`src/rtl/car_motion_if.sv`:
```
// Bus between the request register (master) and the car motion controller (slave).
// The master posts request bits and time base; the car reports position and services.
interface car_motion_if #(
  parameter int unsigned N_FLOORS = 4,
  parameter int unsigned FLOOR_W  = 2
);
  logic                tick;
  logic [N_FLOORS-1:0] req_pending;
  logic                door_hold;
  logic [FLOOR_W-1:0]  cur_floor;
  logic                moving;
  logic                dir_up;
  logic                door_open;
  logic                serviced_valid;
  logic [FLOOR_W-1:0]  serviced_floor;

  modport master (
    output tick, req_pending, door_hold,
    input  cur_floor, moving, dir_up, door_open, serviced_valid, serviced_floor
  );

  modport slave (
    input  tick, req_pending, door_hold,
    output cur_floor, moving, dir_up, door_open, serviced_valid, serviced_floor
  );
endinterface

```
`src/rtl/car_motion_controller.sv`:
```
// Car-side elevator controller: moves floor by floor toward pending requests,
// opens the door at requested floors and pulses serviced_valid on each service.
module car_motion_controller #(
  parameter int unsigned N_FLOORS     = 4,
  parameter int unsigned FLOOR_W      = 2,
  parameter int unsigned TRAVEL_TICKS = 3,
  parameter int unsigned DOOR_TICKS   = 2
) (
  input  logic       clk,
  input  logic       reset,
  car_motion_if.slave bus
);

  localparam int unsigned TRAVEL_W = (TRAVEL_TICKS > 1) ? $clog2(TRAVEL_TICKS) : 1;
  localparam int unsigned DOOR_W   = (DOOR_TICKS > 1) ? $clog2(DOOR_TICKS) : 1;
  localparam logic [TRAVEL_W-1:0] TRAVEL_LAST = TRAVEL_W'(TRAVEL_TICKS - 1);
  localparam logic [DOOR_W-1:0]   DOOR_LAST   = DOOR_W'(DOOR_TICKS - 1);

  typedef enum logic [1:0] {IDLE, MOVE_UP, MOVE_DOWN, DOOR_OPEN} state_t;

  state_t               state_q, state_n;
  logic [FLOOR_W-1:0]   cur_floor_q, cur_floor_n;
  logic                 dir_up_q, dir_up_n;
  logic [TRAVEL_W-1:0]  travel_cnt_q, travel_cnt_n;
  logic [DOOR_W-1:0]    door_cnt_q, door_cnt_n;
  logic                 moving_q, moving_n;
  logic                 door_open_q, door_open_n;
  logic                 serviced_valid_q, serviced_valid_n;
  logic [FLOOR_W-1:0]   serviced_floor_q, serviced_floor_n;
  logic [FLOOR_W-1:0]   floor_up, floor_dn;

  // Request classification relative to an arbitrary floor
  function automatic logic req_here(input logic [N_FLOORS-1:0] req, input logic [FLOOR_W-1:0] fl);
    logic hit;
    hit = 1'b0;
    for (int unsigned f = 0; f < N_FLOORS; f++)
      if (req[f] && (f == 32'(fl))) hit = 1'b1;
    return hit;
  endfunction

  function automatic logic req_above(input logic [N_FLOORS-1:0] req, input logic [FLOOR_W-1:0] fl);
    logic hit;
    hit = 1'b0;
    for (int unsigned f = 0; f < N_FLOORS; f++)
      if (req[f] && (f > 32'(fl))) hit = 1'b1;
    return hit;
  endfunction

  function automatic logic req_below(input logic [N_FLOORS-1:0] req, input logic [FLOOR_W-1:0] fl);
    logic hit;
    hit = 1'b0;
    for (int unsigned f = 0; f < N_FLOORS; f++)
      if (req[f] && (f < 32'(fl))) hit = 1'b1;
    return hit;
  endfunction

  always_ff @(posedge clk or posedge reset) begin
    if (reset) begin
      state_q          <= IDLE;
      cur_floor_q      <= '0;
      dir_up_q         <= 1'b1;
      travel_cnt_q     <= '0;
      door_cnt_q       <= '0;
      moving_q         <= 1'b0;
      door_open_q      <= 1'b0;
      serviced_valid_q <= 1'b0;
      serviced_floor_q <= '0;
    end else begin
      state_q          <= state_n;
      cur_floor_q      <= cur_floor_n;
      dir_up_q         <= dir_up_n;
      travel_cnt_q     <= travel_cnt_n;
      door_cnt_q       <= door_cnt_n;
      moving_q         <= moving_n;
      door_open_q      <= door_open_n;
      serviced_valid_q <= serviced_valid_n;
      serviced_floor_q <= serviced_floor_n;
    end
  end

  // Next state; outputs are derived from the next state so they register with it
  always_comb begin
    state_n          = state_q;
    cur_floor_n      = cur_floor_q;
    dir_up_n         = dir_up_q;
    travel_cnt_n     = travel_cnt_q;
    door_cnt_n       = door_cnt_q;
    serviced_valid_n = 1'b0;
    serviced_floor_n = serviced_floor_q;
    floor_up         = cur_floor_q + FLOOR_W'(1);
    floor_dn         = cur_floor_q - FLOOR_W'(1);

    case (state_q)
      IDLE: begin
        if (req_here(bus.req_pending, cur_floor_q)) begin
          state_n          = DOOR_OPEN;
          serviced_valid_n = 1'b1;
          serviced_floor_n = cur_floor_q;
          door_cnt_n       = '0;
        end else if (dir_up_q && req_above(bus.req_pending, cur_floor_q)) begin
          state_n      = MOVE_UP;
          travel_cnt_n = '0;
        end else if (!dir_up_q && req_below(bus.req_pending, cur_floor_q)) begin
          state_n      = MOVE_DOWN;
          travel_cnt_n = '0;
        end else if (req_above(bus.req_pending, cur_floor_q)) begin
          state_n      = MOVE_UP;
          dir_up_n     = 1'b1;
          travel_cnt_n = '0;
        end else if (req_below(bus.req_pending, cur_floor_q)) begin
          state_n      = MOVE_DOWN;
          dir_up_n     = 1'b0;
          travel_cnt_n = '0;
        end
      end
      MOVE_UP: begin
        if (bus.tick) begin
          if (travel_cnt_q == TRAVEL_LAST) begin
            cur_floor_n  = floor_up;
            travel_cnt_n = '0;
            if (req_here(bus.req_pending, floor_up)) begin
              state_n          = DOOR_OPEN;
              serviced_valid_n = 1'b1;
              serviced_floor_n = floor_up;
              door_cnt_n       = '0;
            end else if (!req_above(bus.req_pending, floor_up)) begin
              state_n = IDLE;
            end
          end else begin
            travel_cnt_n = travel_cnt_q + TRAVEL_W'(1);
          end
        end
      end
      MOVE_DOWN: begin
        if (bus.tick) begin
          if (travel_cnt_q == TRAVEL_LAST) begin
            cur_floor_n  = floor_dn;
            travel_cnt_n = '0;
            if (req_here(bus.req_pending, floor_dn)) begin
              state_n          = DOOR_OPEN;
              serviced_valid_n = 1'b1;
              serviced_floor_n = floor_dn;
              door_cnt_n       = '0;
            end else if (!req_below(bus.req_pending, floor_dn)) begin
              state_n = IDLE;
            end
          end else begin
            travel_cnt_n = travel_cnt_q + TRAVEL_W'(1);
          end
        end
      end
      DOOR_OPEN: begin
        // Hold button restarts the timer even on a tick cycle
        if (bus.door_hold) begin
          door_cnt_n = '0;
        end else if (bus.tick) begin
          if (door_cnt_q == DOOR_LAST) begin
            door_cnt_n = '0;
            state_n    = IDLE;
          end else begin
            door_cnt_n = door_cnt_q + DOOR_W'(1);
          end
        end
      end
      default: state_n = IDLE;
    endcase

    moving_n    = (state_n == MOVE_UP) || (state_n == MOVE_DOWN);
    door_open_n = (state_n == DOOR_OPEN);
  end

  assign bus.cur_floor      = cur_floor_q;
  assign bus.moving         = moving_q;
  assign bus.dir_up         = dir_up_q;
  assign bus.door_open      = door_open_q;
  assign bus.serviced_valid = serviced_valid_q;
  assign bus.serviced_floor = serviced_floor_q;

endmodule

```
`src/flat_wrapper.sv`:
```
// flat-port wrapper written by rule: the top's interface ports become plain ports
module car_motion_controller_flat 
#(
  parameter int unsigned N_FLOORS     = 4,
  parameter int unsigned FLOOR_W      = 2,
  parameter int unsigned TRAVEL_TICKS = 3,
  parameter int unsigned DOOR_TICKS   = 2
)
  (clk, reset, bus_tick, bus_req_pending, bus_door_hold, bus_cur_floor, bus_moving, bus_dir_up, bus_door_open, bus_serviced_valid, bus_serviced_floor);
  car_motion_if #(.N_FLOORS(N_FLOORS), .FLOOR_W(FLOOR_W)) bus_i ();
  input  logic clk;
  input  logic reset;
  input wire logic [$bits(bus_i.tick)-1:0] bus_tick;
  input wire logic [$bits(bus_i.req_pending)-1:0] bus_req_pending;
  input wire logic [$bits(bus_i.door_hold)-1:0] bus_door_hold;
  output wire logic [$bits(bus_i.cur_floor)-1:0] bus_cur_floor;
  output wire logic [$bits(bus_i.moving)-1:0] bus_moving;
  output wire logic [$bits(bus_i.dir_up)-1:0] bus_dir_up;
  output wire logic [$bits(bus_i.door_open)-1:0] bus_door_open;
  output wire logic [$bits(bus_i.serviced_valid)-1:0] bus_serviced_valid;
  output wire logic [$bits(bus_i.serviced_floor)-1:0] bus_serviced_floor;
  assign bus_i.tick = bus_tick;
  assign bus_i.req_pending = bus_req_pending;
  assign bus_i.door_hold = bus_door_hold;
  assign bus_cur_floor = bus_i.cur_floor;
  assign bus_moving = bus_i.moving;
  assign bus_dir_up = bus_i.dir_up;
  assign bus_door_open = bus_i.door_open;
  assign bus_serviced_valid = bus_i.serviced_valid;
  assign bus_serviced_floor = bus_i.serviced_floor;
  car_motion_controller #(.N_FLOORS(N_FLOORS), .FLOOR_W(FLOOR_W), .TRAVEL_TICKS(TRAVEL_TICKS), .DOOR_TICKS(DOOR_TICKS)) u_core (.clk(clk), .reset(reset), .bus(bus_i));
endmodule
```
`config.mk`:
```
export PLATFORM = sky130hd
export DESIGN_NAME = car_motion_controller_flat
export DESIGN_NICKNAME = d
export VERILOG_FILES = /design/src/rtl/car_motion_if.sv /design/src/rtl/car_motion_controller.sv /design/src/flat_wrapper.sv
export SDC_FILE = /design/constraint.sdc
export NUM_CORES = 1
export LEC_CHECK = 0
export ABC_AREA = 1
export CAP_MARGIN = 20
export CORE_MARGIN = 1
export CORE_UTILIZATION = 50
export DETAILED_ROUTE_END_ITERATION = 16
export PLACE_DENSITY = 0.74
export SYNTH_ARGS = -nofsm -noshare
export SYNTH_HDL_FRONTEND = slang
export SYNTH_SLANG_ARGS = --single-unit
```
`constraint.sdc`:
```
create_clock -name clk -period 2.5 [get_ports clk]
set_clock_uncertainty 0.05 [all_clocks]
set_input_delay 0.5 -clock clk [delete_from_list [all_inputs] [get_ports clk]]
set_output_delay 0.5 -clock clk [all_outputs]
set_load 0.005 [all_outputs]
```
Word level (Yosys, flattened, before mapping)
Cells that the tools add are included.

storage, ports and cells
  register bits = 13

cells by class
  $add $sub $neg = 4
  $lt $le $gt $ge = 12
  equality and inequality tests = 27
  muxes and demuxes = 112
  bitwise operators = 3
  reduce and logical (&&, ||, !) cells = 42

operators with widths
  cell                                                                      number
  1-bit two-way mux                                                         72
  2-bit two-way mux                                                         34
  1-bit logical AND                                                         26
  8-bit AND reduction                                                       2
  2-bit == test (first input constant)                                      6
  2-bit inequality test (second input constant)                             6
  2-bit == test (second input constant)                                     5
  5-bit AND reduction                                                       2
  2-bit > comparator (first input constant)                                 4
  2-bit logical NOT                                                         4
  1-bit by 2-bit < comparator with 1-bit output (first input constant)      4
  2-bit case mux with 2 select lines                                        2
  2-bit case mux with 4 select lines                                        1
  1-bit by 2-bit == test with 1-bit output (first input constant)           3
  2-bit by 1-bit inequality test with 1-bit output (second input constant)  3
  2-bit case mux with 3 select lines                                        1
  2-bit nonzero test                                                        3
  5-bit by 3-bit inequality test with 1-bit output (second input constant)  1
  2-bit by 1-bit adder with 2-bit output (second input constant)            2
  2-bit by 1-bit == test with 1-bit output (second input constant)          2
  1-bit by 2-bit > comparator with 1-bit output (first input constant)      2
  2-bit < comparator (first input constant)                                 2
  1-bit case mux with 4 select lines                                        1
  4-bit AND reduction                                                       1
  other kinds (9)                                                           11

Longest topological paths before layout
Gate-level depths: netlist of run 1.

  depth after elaboration = 31
  gate-level depth with buffers = 12

Least setup slack after synthesis of run 1
No wires, ideal clock.

  path kind = reg-to-reg
  from = register u_core.cur_floor_q[0] (netlist: u_core.bus.cur_floor[0])
  to = register u_core.moving_q (netlist: u_core.bus.moving)
  library setup time = 0.126 ns
  data arrival time = 1.741 ns
  data required time = 2.324 ns
  setup slack = 0.583 ns
  stages on the path, launching flop included = 13
  buffers on the path = 0
  cell sequence = dfrtp_1 inv_1 ha_1 inv_1 nand2_1 nand3_1 nand2_1 nand2_1 nor2_1 nor2_1 nor2_1 nor2_1 ha_1

between the ends
  cells in the longest elaborated chain, start to end = 18
  elaborated cells between the ends (all ways) = 122
  those cells by class = add/sub: 2; order compare: 12; eq/ne: 11; mux: 67; reduce/logical: 30

RTL lines
  item                                                                                  RTL line                      source
  start, declared                                                                       car_motion_controller.sv:22   logic [FLOOR_W-1:0] cur_floor_q, cur_floor_n;
  start signal, assigned                                                                car_motion_controller.sv:70   cur_floor_q <= cur_floor_n;
  branches (longest 15 deep; another with 2-bit by 1-bit subtractor with 2-bit output)  n/a
  2-bit case mux with 4 select lines (*)                                                car_motion_controller.sv:93   case (state_q)
  2-bit by 1-bit == test with 1-bit output or 2-bit == test (tied branches)             car_motion_controller.sv:168  moving_n = (state_n == MOVE_UP) || (state_n == MOVE_DOWN);
  1-bit logical OR (*)                                                                  car_motion_controller.sv:168
  net u_core.moving_n                                                                   car_motion_controller.sv:26   logic moving_q, moving_n;
  end signal, assigned                                                                  car_motion_controller.sv:74   moving_q <= moving_n;
  end, declared                                                                         car_motion_controller.sv:26

Mark *: on every way through the listed nets, which the timed path passes. The select of a mux whose other input is x is not followed.
A chain may end at the register's enable or synchronous reset.

Worst setup path in the final report of run 1
Ends and elaborated chain as after synthesis.

==> results of run 1 <==
-- critical path: stages (launching register included) --
cell and delay (ns):
dfrtp_1 0.49, inv_1 0.18, ha_1 0.36, inv_1 0.08, nand2_1 0.06, nand3_1 0.08
nand2_1 0.06, nand2_1 0.05, nor2_1 0.14, nor2_1 0.06, nor2_1 0.12, nor2_1 0.06
ha_1 0.29
-- flip-flops by register name (all words and copies together), names as in the netlist --
signal and cells:
u_core.bus.moving 1, u_core.bus.dir_up 1, u_core.bus.serviced_valid 1, u_core.state_q 2
u_core.travel_cnt_q 2, u_core.door_cnt_q 1, u_core.bus.door_open 1, u_core.bus.cur_floor 2
u_core.bus.serviced_floor 2
-- report_power, final --
group	total, W	switching [W]	internal, W
Sequential	0.000400	0.0000808	0.000320
Clock	0.000132	0.0000698	0.0000620
Combinational	0.00121	0.000719	0.000492
Total	0.00174	0.000869	0.000874
-- synth_stat cells --
master / instances / area (um2)
a21oi_1: 3 / 15.0
clkbuf_1: 1 / 3.75
dfrtp_1: 12 / 300
dfstp_2: 1 / 26.3
ha_1: 13 / 163
inv_1: 20 / 75.1
nand2_1: 58 / 218
nand2_2: 6 / 37.5
nand3_1: 10 / 50.1
nand4_1: 2 / 12.5
nor2_1: 18 / 67.6
nor2_2: 1 / 6.26
nor2_4: 1 / 11.3
nor3b_2: 1 / 12.5
o21ai_0: 7 / 35.0
o21ai_1: 5 / 25.0
o21ai_2: 1 / 8.76
xor2_1: 1 / 8.76
-- stage by stage --
stage | instance area (um2) | total power [W]
3_5_place_dp | 1260 | 0.00161
3_3_place_gp | 1260 | 0.00158
2_1_floorplan | 1080 | 0.00128
5_1_grt | 1280 | 0.00196
6_report | 1280 | 0.00174
4_1_cts | 1280 | 0.00175
-- final cells by class --
type / instances / area [um2] / share of cell area [%]
Timing Repair Buffer: 15 / 150 / 11.7
Sequential cell: 13 / 327 / 25.5
Clock buffer: 4 / 26.3 / 2.05
Inverter: 20 / 75.1 / 5.85
Tap cell: 27 / 33.8 / 2.63
Multi-Input combinational cell: 127 / 671 / 52.3
-- worst paths after layout --
path                                              startpoint                            to  slack [ns]  depth (start not counted)
worst max-delay path                 u_core.bus.cur_floor[0]             u_core.bus.moving        0.32                         12
worst min-delay path            u_core.bus.serviced_floor[1]  u_core.bus.serviced_floor[1]        0.44                          2
worst max register to register       u_core.bus.cur_floor[0]             u_core.bus.moving        0.32                         12
min in group asynchronous                              reset             u_core.door_cnt_q        0.49                          2
max in group asynchronous                              reset             u_core.bus.dir_up        1.55                          2
worst min register to register  u_core.bus.serviced_floor[1]  u_core.bus.serviced_floor[1]        0.44                          2
-- cells by family after synthesis --
group	after synthesis	synth area share (%)
fa+ha+maj	13	15.1
simple gates	97	38.6
xor+xnor	1	0.814
buf+inv	21	7.33
compound gates	16	7.79
flops	13	30.3
-- metal layers --
metal / vias up / track usage, % / part of all wire [%]
met4: 0 / 9.80 / 1.9
li1: 538 / - / -
met1: 453 / 27.3 / 51
met3: 5 / 5.03 / 3.3
met5: - / 0 / 0
met2: 19 / 31.7 / 44
==> results.py, run 1 <==
metrics = {
    "outcome": {
        "outcome": "finished clean",
    },
    "timing": {
        "fmax_mhz": 458,
        "setup_ws_ns": 0.319,
        "slew_headroom_pct": 67.2,
        "rsz0062_at_grt": "false",
        "period_needed_ns": 2.18,
        "worst_pin_slew_ns": 0.492,
        "timing.final.crit_share_pct": 87.2,
        "setup_viol": 0,
        "drv_slew": 0,
        "finalHoldViolations": 0,
        "fin_hold_ws_ns": 0.443,
        "fin_tns_setup_ns": 0,
    },
    "place": {
        "port_buffers": 15,
        "placed_cells": 202,
        "globalplace.congestion": 0.902,
        "hpwlAfterDp_um": 1750,
        "dp_slack_ns": 0.259,
    },
    "grt": {
        "grt_usage_pct": 20.6,
        "grt_pass1_wl_um": 3730,
        "antenna_found_initial": 0,
        "grt-ovfl-total": 0,
        "grt_max_degree": 14,
        "grt_pass1_vias": 914,
    },
    "finish": {
        "fin_util_pct": 64.1,
        "layout_commonest_cell": "nand2_1",
        "final_cell_mix": "58 x nand2_1, 20 x inv_1, 18 x nor2_1",
        "final_cells": 206,
        "fillerInstances": 189,
        "num-nets-final": 201,
        "layout-drive-gt1-share_pct": 7.82,
        "areaGrowthSynthToFinish_pct": 19.2,
        "diodes": 0,
    },
    "yosys": {
        "syn_avg_cell_area_um2": 6.68,
        "seq_area_frac_synth_pct": 30.3,
        "synth-seq-cells": 13,
        "synth_cells": 161,
        "synth_nets": 182,
        "yosys_warnings": 0,
        "synth_area_um2": 1080,
        "yosysUniqueCellTypes": 18,
    },
    "route": {
        "vias": 1015,
        "routed_wl_um": 2180,
        "wl_per_cell_um": 10.6,
        "drc": 0,
        "drtIter0Drc": 47,
        "drtPass1Iterations": 4,
        "vias_per_cell": 4.93,
        "postRouteAntennaNets": 0,
    },
    "critical_path": {
        "crit_required_ns": 2.62,
        "critPathMaxFanout": 7,
        "path_class": "reg -> reg",
        "cp-start-kind": "register",
        "endpoint_kind": "register",
        "cp.arrival_ns": 2.30,
    },
    "run": {
        "maxCapViolations": 0,
    },
    "clock_network": {
        "clk_latency_ns": 0.28,
        "cts_buffer_depth": 2,
        "cts_root_buf": "clkbuf_4",
        "htreeDepth": 1,
        "clock_sinks": 13,
        "ctsHoldBuffers": 0,
        "ctsResizeCount": 0,
        "clkTransAtPathRegs_ns": 0.08,
        "cts_setup_buffers": 0,
        "cts-buffers-inserted": 3,
        "cts_tree": "yes",
    },
    "die": {
        "core_um2": 2000,
        "rows": 16,
        "dieHeight_um": 48.4,
        "pin_count": 16,
        "die_area_um2": 2340,
        "die_x_um": 48.4,
        "initial_core_util_pct": 53.8,
    },
    "power_and_ir_drop": {
        "ir_worst_vdd_mv": 0.649,
        "powerDensity_nw_per_um2": 1360,
        "leakage_nw": 0.671,
    },
    "min_path": {
        "hold_path.class": "reg -> reg",
    },
}
Power figures use the tool's default switching activity.
==> run 2, diff against run 1 <==
- SLEW_MARGIN: default -> 0
==> results of run 2 <==
Final layout, timing and power as in run 1 (identical DEF).
==> run 3, diff against run 2 <==
- GPL_TIMING_DRIVEN: default -> 0
- HOLD_SLACK_MARGIN: default -> 0.05
==> results.py, run 3 (synthesized netlist as in run 1, its figures left out) <==
metrics = {
    "route": {
        "drtIter0Drc": 31,
        "drc": 0,
        "routed_wl_um": 2250,
        "wl_per_cell_um": 10.9,
        "vias_per_cell": 5.02,
        "drtPass1Iterations": 4,
        "vias": 1040,
        "postRouteAntennaNets": 0,
    },
    "finish": {
        "fillerInstances": 200,
        "multi_input_area_um2": 671,
        "areaGrowthSynthToFinish_pct": 19.5,
        "diodes": 0,
        "final_cells": 207,
        "layout_commonest_cell": "nand2_1",
        "layout.area.seq_um2": 327,
        "layout-drive-gt1-share_pct": 7.78,
        "num-nets-final": 202,
        "finish.instance_area_um2": 1290,
        "final_cell_mix": "58 x nand2_1, 20 x inv_1, 18 x nor2_1",
    },
    "critical_path": {
        "crit_chain": "inv_1 -> ha_1 -> inv_1 -> nand2_1 -> nand3_1 -> nand2_1 -> nand2_1 -> nor2_1 -> nor2_1 -> nor2_1 -> nor2_1 -> ha_1",
        "critPathBufInv": 2,
        "slowest_delay_ns": 0.52,
        "cp-start-kind": "register",
        "endpoint_kind": "register",
        "cp_slowest_cell": "dfrtp_1",
        "critPathMostFrequentCell": "nor2_1",
        "critPathTopFamily": "simple AND/OR/NAND/NOR gates",
        "path_class": "reg -> reg",
        "cp.arrival_ns": 2.39,
        "critPathMaxFanout": 8,
        "crit_required_ns": 2.62,
    },
    "grt": {
        "grt_pass1_vias": 980,
        "grt-ovfl-total": 0,
        "antenna_found_initial": 0,
        "grt_pass1_wl_um": 3940,
        "grt_max_degree": 14,
        "grt_usage_pct": 21.2,
    },
    "clock_network": {
        "clkTransAtPathRegs_ns": 0.08,
        "clock_sinks": 13,
        "cts_root_buf": "clkbuf_4",
        "clk_latency_ns": 0.28,
        "ctsResizeCount": 0,
        "htreeDepth": 1,
        "cts_tree": "yes",
        "cts_buffer_depth": 2,
        "ctsHoldBuffers": 0,
        "cts_setup_buffers": 0,
        "cts-buffers-inserted": 3,
    },
    "die": {
        "initial_core_util_pct": 53.8,
        "core_um2": 2000,
        "rows": 16,
        "die_area_um2": 2340,
        "pin_count": 16,
        "dieHeight_um": 48.4,
        "die_x_um": 48.4,
    },
    "timing": {
        "timing.final.crit_share_pct": 90.9,
        "fmax_mhz": 440,
        "period_needed_ns": 2.27,
        "setup_ws_ns": 0.227,
        "drv_slew": 0,
        "fin_tns_setup_ns": 0,
        "slew_headroom_pct": 67.8,
        "setup_viol": 0,
        "finalHoldViolations": 0,
        "rsz0062_at_grt": "false",
        "worst_pin_slew_ns": 0.483,
    },
    "power_and_ir_drop": {
        "p_clk_share_pct": 7.4,
        "p_seq_share_pct": 22.9,
        "leakage_nw": 0.672,
        "p_comb_share_pct": 69.7,
        "ir_worst_vdd_mv": 0.705,
        "powerDensity_nw_per_um2": 1360,
        "p_switching_w": 0.000879,
        "cellInternalPower_w": 0.000870,
        "netSwitchingFraction_pct": 50.3,
    },
    "place": {
        "dp_slack_ns": 0.237,
        "globalplace.congestion": 0.848,
        "port_buffers": 15,
        "placed_area_um2": 1260,
        "hpwlAfterDp_um": 1790,
        "placed_cells": 203,
    },
    "run": {
        "maxCapViolations": 0,
    },
    "outcome": {
        "outcome": "finished clean",
    },
    "min_path": {
        "hold_path.class": "reg -> reg",
    },
}
[run 3: path summary, 6_finish.rpt]
path | start | end | slack, ns | depth (start not counted)
worst max-delay path | u_core.bus.cur_floor[1] | u_core.bus.moving | 0.23 | 12
worst min-delay path | u_core.bus.serviced_floor[1] | u_core.bus.serviced_floor[1] | 0.44 | 2
worst max register to register | u_core.bus.cur_floor[1] | u_core.bus.moving | 0.23 | 12
worst min register to register | u_core.bus.serviced_floor[1] | u_core.bus.serviced_floor[1] | 0.44 | 2
max in group asynchronous | reset | u_core.bus.dir_up | 1.56 | 2
min in group asynchronous | reset | u_core.door_cnt_q | 0.49 | 2
[run 3: worst min-delay path: stages, from the launching register on]
cell     delay, ns
dfrtp_1       0.35
nand2_1       0.05
o21ai_1       0.06
[run 3: through the flow]
| step | hold slack, ns | total power (W) | util (%) |
|---|---|---|---|
| 6_report | 0.440 | 0.00175 | 64.3 |
| 4_1_cts | 0.446 | 0.00176 | 64.3 |
| 5_1_grt | 0.508 | 0.00197 | 64.3 |
| 3_3_place_gp | 0.421 | 0.00158 | 62.9 |
| 2_1_floorplan | 0.326 | 0.00128 | - |
| 3_5_place_dp | 0.427 | 0.00161 | 62.9 |
[run 3: layout make-up]
type | instances | area share [%]
Multi-Input combinational cell | 127 | 52.1
Sequential cell | 13 | 25.4
Timing Repair Buffer | 15 | 11.7
Inverter | 20 | 5.84
Tap cell | 27 | 2.63
Clock buffer | 4 | 2.04
Buffer | 1 | 0.292
[run 3: per-layer routing]
| layer | wire [um] | GRT usage, % | share of wire [%] |
|---|---|---|---|
| met5 | 0 | 0 | 0 |
| met4 | 8 | 4.41 | 0.36 |
| met3 | 136 | 3.77 | 6.1 |
| met2 | 1050 | 38.3 | 47 |
| met1 | 1050 | 26.4 | 47 |
[run 3: power groups by stage]
stage / clock network (W) / registers [W] / logic, W
floorplan: 0 / 0.000396 / 0.000888
global placement: 0 / 0.000402 / 0.00118
detailed placement: 0 / 0.000407 / 0.00121
CTS: 0.000135 / 0.000403 / 0.00122
global route: 0.000143 / 0.000418 / 0.00141
finish: 0.000129 / 0.000401 / 0.00122
==> variant 1, RTL diff (settings of run 2) <==
`N_FLOORS` is set to 4 in 3 places; all go to 5.
--- a/src/rtl/car_motion_if.sv
+++ b/src/rtl/car_motion_if.sv
@@ -1,7 +1,7 @@
 // Bus between the request register (master) and the car motion controller (slave).
 // The master posts request bits and time base; the car reports position and services.
 interface car_motion_if #(
-  parameter int unsigned N_FLOORS = 4,
+  parameter int unsigned N_FLOORS = 5,
   parameter int unsigned FLOOR_W  = 2
 );
   logic                tick;
--- a/src/rtl/car_motion_controller.sv
+++ b/src/rtl/car_motion_controller.sv
@@ -1,7 +1,7 @@
 // Car-side elevator controller: moves floor by floor toward pending requests,
 // opens the door at requested floors and pulses serviced_valid on each service.
 module car_motion_controller #(
-  parameter int unsigned N_FLOORS     = 4,
+  parameter int unsigned N_FLOORS     = 5,
   parameter int unsigned FLOOR_W      = 2,
   parameter int unsigned TRAVEL_TICKS = 3,
   parameter int unsigned DOOR_TICKS   = 2
--- a/src/flat_wrapper.sv
+++ b/src/flat_wrapper.sv
@@ -1,7 +1,7 @@
 // flat-port wrapper written by rule: the top's interface ports become plain ports
 module car_motion_controller_flat 
 #(
-  parameter int unsigned N_FLOORS     = 4,
+  parameter int unsigned N_FLOORS     = 5,
   parameter int unsigned FLOOR_W      = 2,
   parameter int unsigned TRAVEL_TICKS = 3,
   parameter int unsigned DOOR_TICKS   = 2
Interface: changed (resized bus_req_pending); port bits go from 16 to 17. The function was not compared with the original's and may differ.
==> variant 1 against run 2 <==
  * Synthesized area is 9.5% higher
  * Via count is 12% higher
  * Cell count is 6.3% higher
  * Sequential cell count stayed put
  * First-iteration DRC count is 49% lower
  * Final area is 9.2% higher
  * Critical endpoint unchanged
  * Wire length is 13% higher
  * Count of clock-buffer cells in the layout stayed put
  * Total power is 8.3% higher
  * Non-clock buffer count is 1 higher
  * Setup slack better by 93 ps
  * Core utilization is 0.77 points lower
  * Synthesized cell count is 6.2% higher
==> variant 1: results (changes against run 2) <==
| Metric | Value |
|---|---|
| Status | complete, no violations |
| CP Max Fanout | 9 (+2) |
| First-pass GRT wire length | 4510 µm (+21%) |
| Compound-Gate Fraction of Synth Area | 0.101 (+0.0229) |
| Post-synth top cells | nand2_1 (53), inv_1 (27), ha_1 (14) |
| Area contributors post-synth | dfrtp_1 (25%), nand2_1 (17%), ha_1 (15%), inv_1 (8.6%), nand3_1 (5.5%) |
| Sequential Power Share | 0.220 (-0.010) |
| Seq area share | 0.233 (-0.0214) |
| Core area | 2210 µm² (+10%) |
| Clk cell area share | 0.0188 (-0.00172) |
| #MultiIn Comb | 131 (+3.1%) |
| Vias in the first global route | 1087 (+19%) |
| Cell Count, Final, Fillers Out | 219 (+6.3%) |
| Inverter count | 27 (+35%) |
| Adder-cell share of the synthesized area | 0.149 (-0.00254) |
| Flip-flop and latch count | 13 (unchanged) |
| Mux share of post-synthesis cell area | 0.00849 (+0.00849) |
| Worst-Margin Slew | 506 ps (+14.2 ps) |
| Layout fillers | 210 (+11%) |
| Placed cell area | 1370 µm² (+9.4%) |
| Internal power | 0.927 mW (+6.1%) |
| HPWL after detailed placement | 2010 µm (+15%) |
| Comb pwr | 1.33 mW (+9.9%) |
| Avg Vias per Cell | 5.18 (+5.1%) |
| Multi-input combinational area share | 0.536 (+0.0133) |
| Number of non-clock buffers | 16 (+1) |
| XOR/XNOR Fraction of Synth Area | 0.00743 (-0.000709) |
| GRT Util Overall | 0.232 (+0.0259) |
## variant 1: cell types whose count changed after synthesis, moves of 3 or more
cell | before | now
nor2_1 | 18 | 9
a21oi_1 | 3 | 10
inv_1 | 20 | 27
nand2_1 | 58 | 53
nor3_1 | 0 | 5
o21ai_1 | 5 | 1
nand3_1 | 10 | 13
nand4_1 | 2 | 5
## variant 1: logic make-up after synthesis
logic type / after synthesis
simple gates: 95
buf+inv: 27
compound gates: 20
fa+ha+maj: 14
flops: 13
xor+xnor: 1
mux: 1
## variant 1: metal layers
| metal | part of all wire | GRT usage | up-vias |
|---|---|---|---|
| li1 | - | - | 588 |
| met1 | 0.46 | 0.283 | 520 |
| met3 | 0.046 | 0.0424 | 5 |
| met2 | 0.48 | 0.409 | 21 |
| met4 | 0.012 | 0.0741 | 0 |
| met5 | 0 | 0 | - |
## variant 1: path summary, 6_finish.rpt
| check | from | to | slack (ps) | cells after the start |
|---|---|---|---|---|
| max in group asynchronous | reset | u_core.bus.dir_up | 1560 | 2 |
| min in group asynchronous | reset | u_core.state_q[0] | 490 | 2 |
| hold reg to reg | u_core.bus.serviced_floor[1] | u_core.bus.serviced_floor[1] | 430 | 2 |
| hold / removal | u_core.bus.serviced_floor[1] | u_core.bus.serviced_floor[1] | 430 | 2 |
| setup / recovery | u_core.bus.cur_floor[1] | u_core.bus.moving | 410 | 11 |
| setup reg to reg | u_core.bus.cur_floor[1] | u_core.bus.moving | 410 | 11 |
## variant 1: critical path, cell delays in order, from the launching register on
cell and delay [ps]:
dfrtp_1 520, inv_1 140, ha_1 260, nand2_1 110, nand2_1 60, inv_1 60, nand2_1 70, nand2_1 60
nand2_1 50, a21oi_1 200, a21oi_1 120, ha_1 280
==> variant 2, RTL diff (flow settings as in run 2) <==
Made on the original files. Encoding of `state_t`: now one-hot (4 bits for 4 states).
--- a/src/rtl/car_motion_controller.sv
+++ b/src/rtl/car_motion_controller.sv
@@ -16,7 +16,7 @@
   localparam logic [TRAVEL_W-1:0] TRAVEL_LAST = TRAVEL_W'(TRAVEL_TICKS - 1);
   localparam logic [DOOR_W-1:0]   DOOR_LAST   = DOOR_W'(DOOR_TICKS - 1);
 
-  typedef enum logic [1:0] {IDLE, MOVE_UP, MOVE_DOWN, DOOR_OPEN} state_t;
+  typedef enum logic [3:0] {IDLE = 4'b0001, MOVE_UP = 4'b0010, MOVE_DOWN = 4'b0100, DOOR_OPEN = 4'b1000} state_t;
 
   state_t               state_q, state_n;
   logic [FLOOR_W-1:0]   cur_floor_q, cur_floor_n;
Behaviour: no difference found for any inputs over 10 cycles, from zero or initial values and one cycle with reset high; not proved beyond that.
==> variant 2 against run 2 <==
  * Global-route usage rose by 3.1 points
  * Sequential cell count rose by 2
  * Wire length rose by 27%
  * Setup slack improved by 210 ps
  * Final area up 11%
  * Synthesized area is 12% higher
Power is not compared: it rests on default switching activity, and its combinational part moved more than twofold at a synthesized area within 25%.
==> variant 2: results (changes against run 2) <==
| Metric | Value |
|---|---|
| Status | complete, no violations |
| Syn_nets | 199 (+9.3%) |
| Layout cells sized above 1 | 0.0931 (+0.0149) |
| Largest net degree at the start of global routing | 16 (+2) |
| WL final | 2770 µm (+27%) |
| Reg area | 378 µm² (+16%) |
| CTS buffer count | 3 (unchanged) |
| Multi-input gate area | 741 µm² (+10%) |
| Drt first pass iters | 4 (unchanged) |
| Vias in the first global route | 1067 (+17%) |
| Diode count | 0 (unchanged) |
| RD Place Congestion | 0.884 (-2.0%) |
| Largest stage delay on the critical path | 460 ps (-30 ps) |
| Post-synth top cells | nand2_1 (67), nor2_1 (28), inv_1 (21) |
| Final #Nets | 219 (+9.0%) |
| Largest register FFs | 4 |
| First-pass GRT wire length | 4620 µm (+24%) |
| Slowest CP cell | dfrtp_1 |
| Clock Latency Late Sink | 290 ps |
| CP Max Fanout | 7 (unchanged) |
| Post-CTS setup buffers | 0 (unchanged) |
| Worst-Margin Slew | 561 ps (+68.7 ps) |
| Port Buffers | 15 (unchanged) |
| HPWL after detailed placement | 2240 µm (+28%) |
| Yosys warnings | 0 (unchanged) |
| Top delay family on crit path | simple AND/OR/NAND/NOR gates |
| Layout fillers | 209 (+11%) |
| GRT Util Overall | 0.238 (+0.0311) |
| CTS root buf | clkbuf_4 |
| Cell variety after synth | 23 (+5) |
| Number of non-clock buffers | 15 (unchanged) |
| Ys async rst share | 1.00 (unchanged) |
| # resized after CTS | 0 (unchanged) |
| Clock-pin slew on the worst setup and hold paths | 80 ps (about the same) |
| CP arrival | 2090 ps (-210 ps) |
| Initial antenna violation count | 0 (unchanged) |
| Buffering overhead | 0.106 (-0.0113) |
| Clkbuf count | 4 (unchanged) |
| Largest register by flop count | u_core.state_q |
| Post-synthesis sequential area ratio | 0.313 (+0.00914) |
| Clock Path Buffers | 2 (unchanged) |
| Worst IR Drop VDD | 0.606 mV |
| Inverter count | 24 (+20%) |
| Avg Vias per Cell | 5.08 (+3.1%) |
| H-tree depth | 1 (unchanged) |
| Clk cell area share | 0.0185 (-0.00199) |
| Drt initial violations | 34 (-28%) |
| Flip-flop and latch count | 15 (+2) |
| Area contributors post-synth | dfrtp_1 (27%), nand2_1 (21%), nor2_1 (8.7%), inv_1 (6.5%), ha_1 (6.2%) |
| Commonest non-fill, non-tap cell in the layout | nand2_1 |
| Worst min path class | register to register |
| #MultiIn Comb | 146 (+15%) |
| Pleak | ~0.75 nW |
==> variant 2: tightest hold or removal path: cells and delay by family (launching register included) <==
family / cells / cell delay, ps
DFF: 1 / 370
and+or+nand+nor: 2 / 110
==> variant 2: path summary, 6_finish.rpt <==
path,endpoint,depth (start not counted),start,slack (ps)
worst min register to register,u_core.travel_cnt_q[1],2,u_core.travel_cnt_q[1],460
max in group asynchronous,u_core.state_q[0],2,reset,1520
worst min-delay path,u_core.travel_cnt_q[1],2,u_core.travel_cnt_q[1],460
min in group asynchronous,u_core.travel_cnt_q[0],2,reset,500
worst max-delay path,u_core.bus.door_open,9,u_core.bus.cur_floor[1],530
worst max register to register,u_core.bus.door_open,9,u_core.bus.cur_floor[1],530
==> variant 2: layer usage <==
layer | share of wire | global-route usage | vias up
met5 | 0 | 0 | -
met4 | 0.012 | 0.0417 | 0
met3 | 0.046 | 0.0595 | 5
met2 | 0.48 | 0.410 | 26
met1 | 0.46 | 0.300 | 533
li1 | - | - | 615
==> variant 2: cells by family after synthesis <==
| logic type | share of synthesized area |
|---|---|
| compound gates | 0.0776 |
| xor+xnor | 0.0145 |
| fa+ha+maj | 0.0621 |
| buf+inv | 0.0745 |
| flops | 0.313 |
| simple gates | 0.459 |
==> variant 2: through the flow <==
stage | hold WS, ps | cells | area (µm²) | utilization | setup WS [ps]
2_1_floorplan | 350 | 185 | 1210 | - | 743
3_3_place_gp | 427 | 228 | 1390 | 0.618 | 394
3_5_place_dp | 449 | 228 | 1390 | 0.618 | 362
4_1_cts | 464 | 232 | 1420 | 0.630 | 531
5_1_grt | 489 | 232 | 1420 | 0.630 | 347
6_report | 459 | 232 | 1420 | 0.630 | 531
==> variant 2: report_power, final <==
part	switching [mW]	internal, mW
Combinational	0.335	0.237
Clock	0.0752	0.0621
Sequential	0.0640	0.328
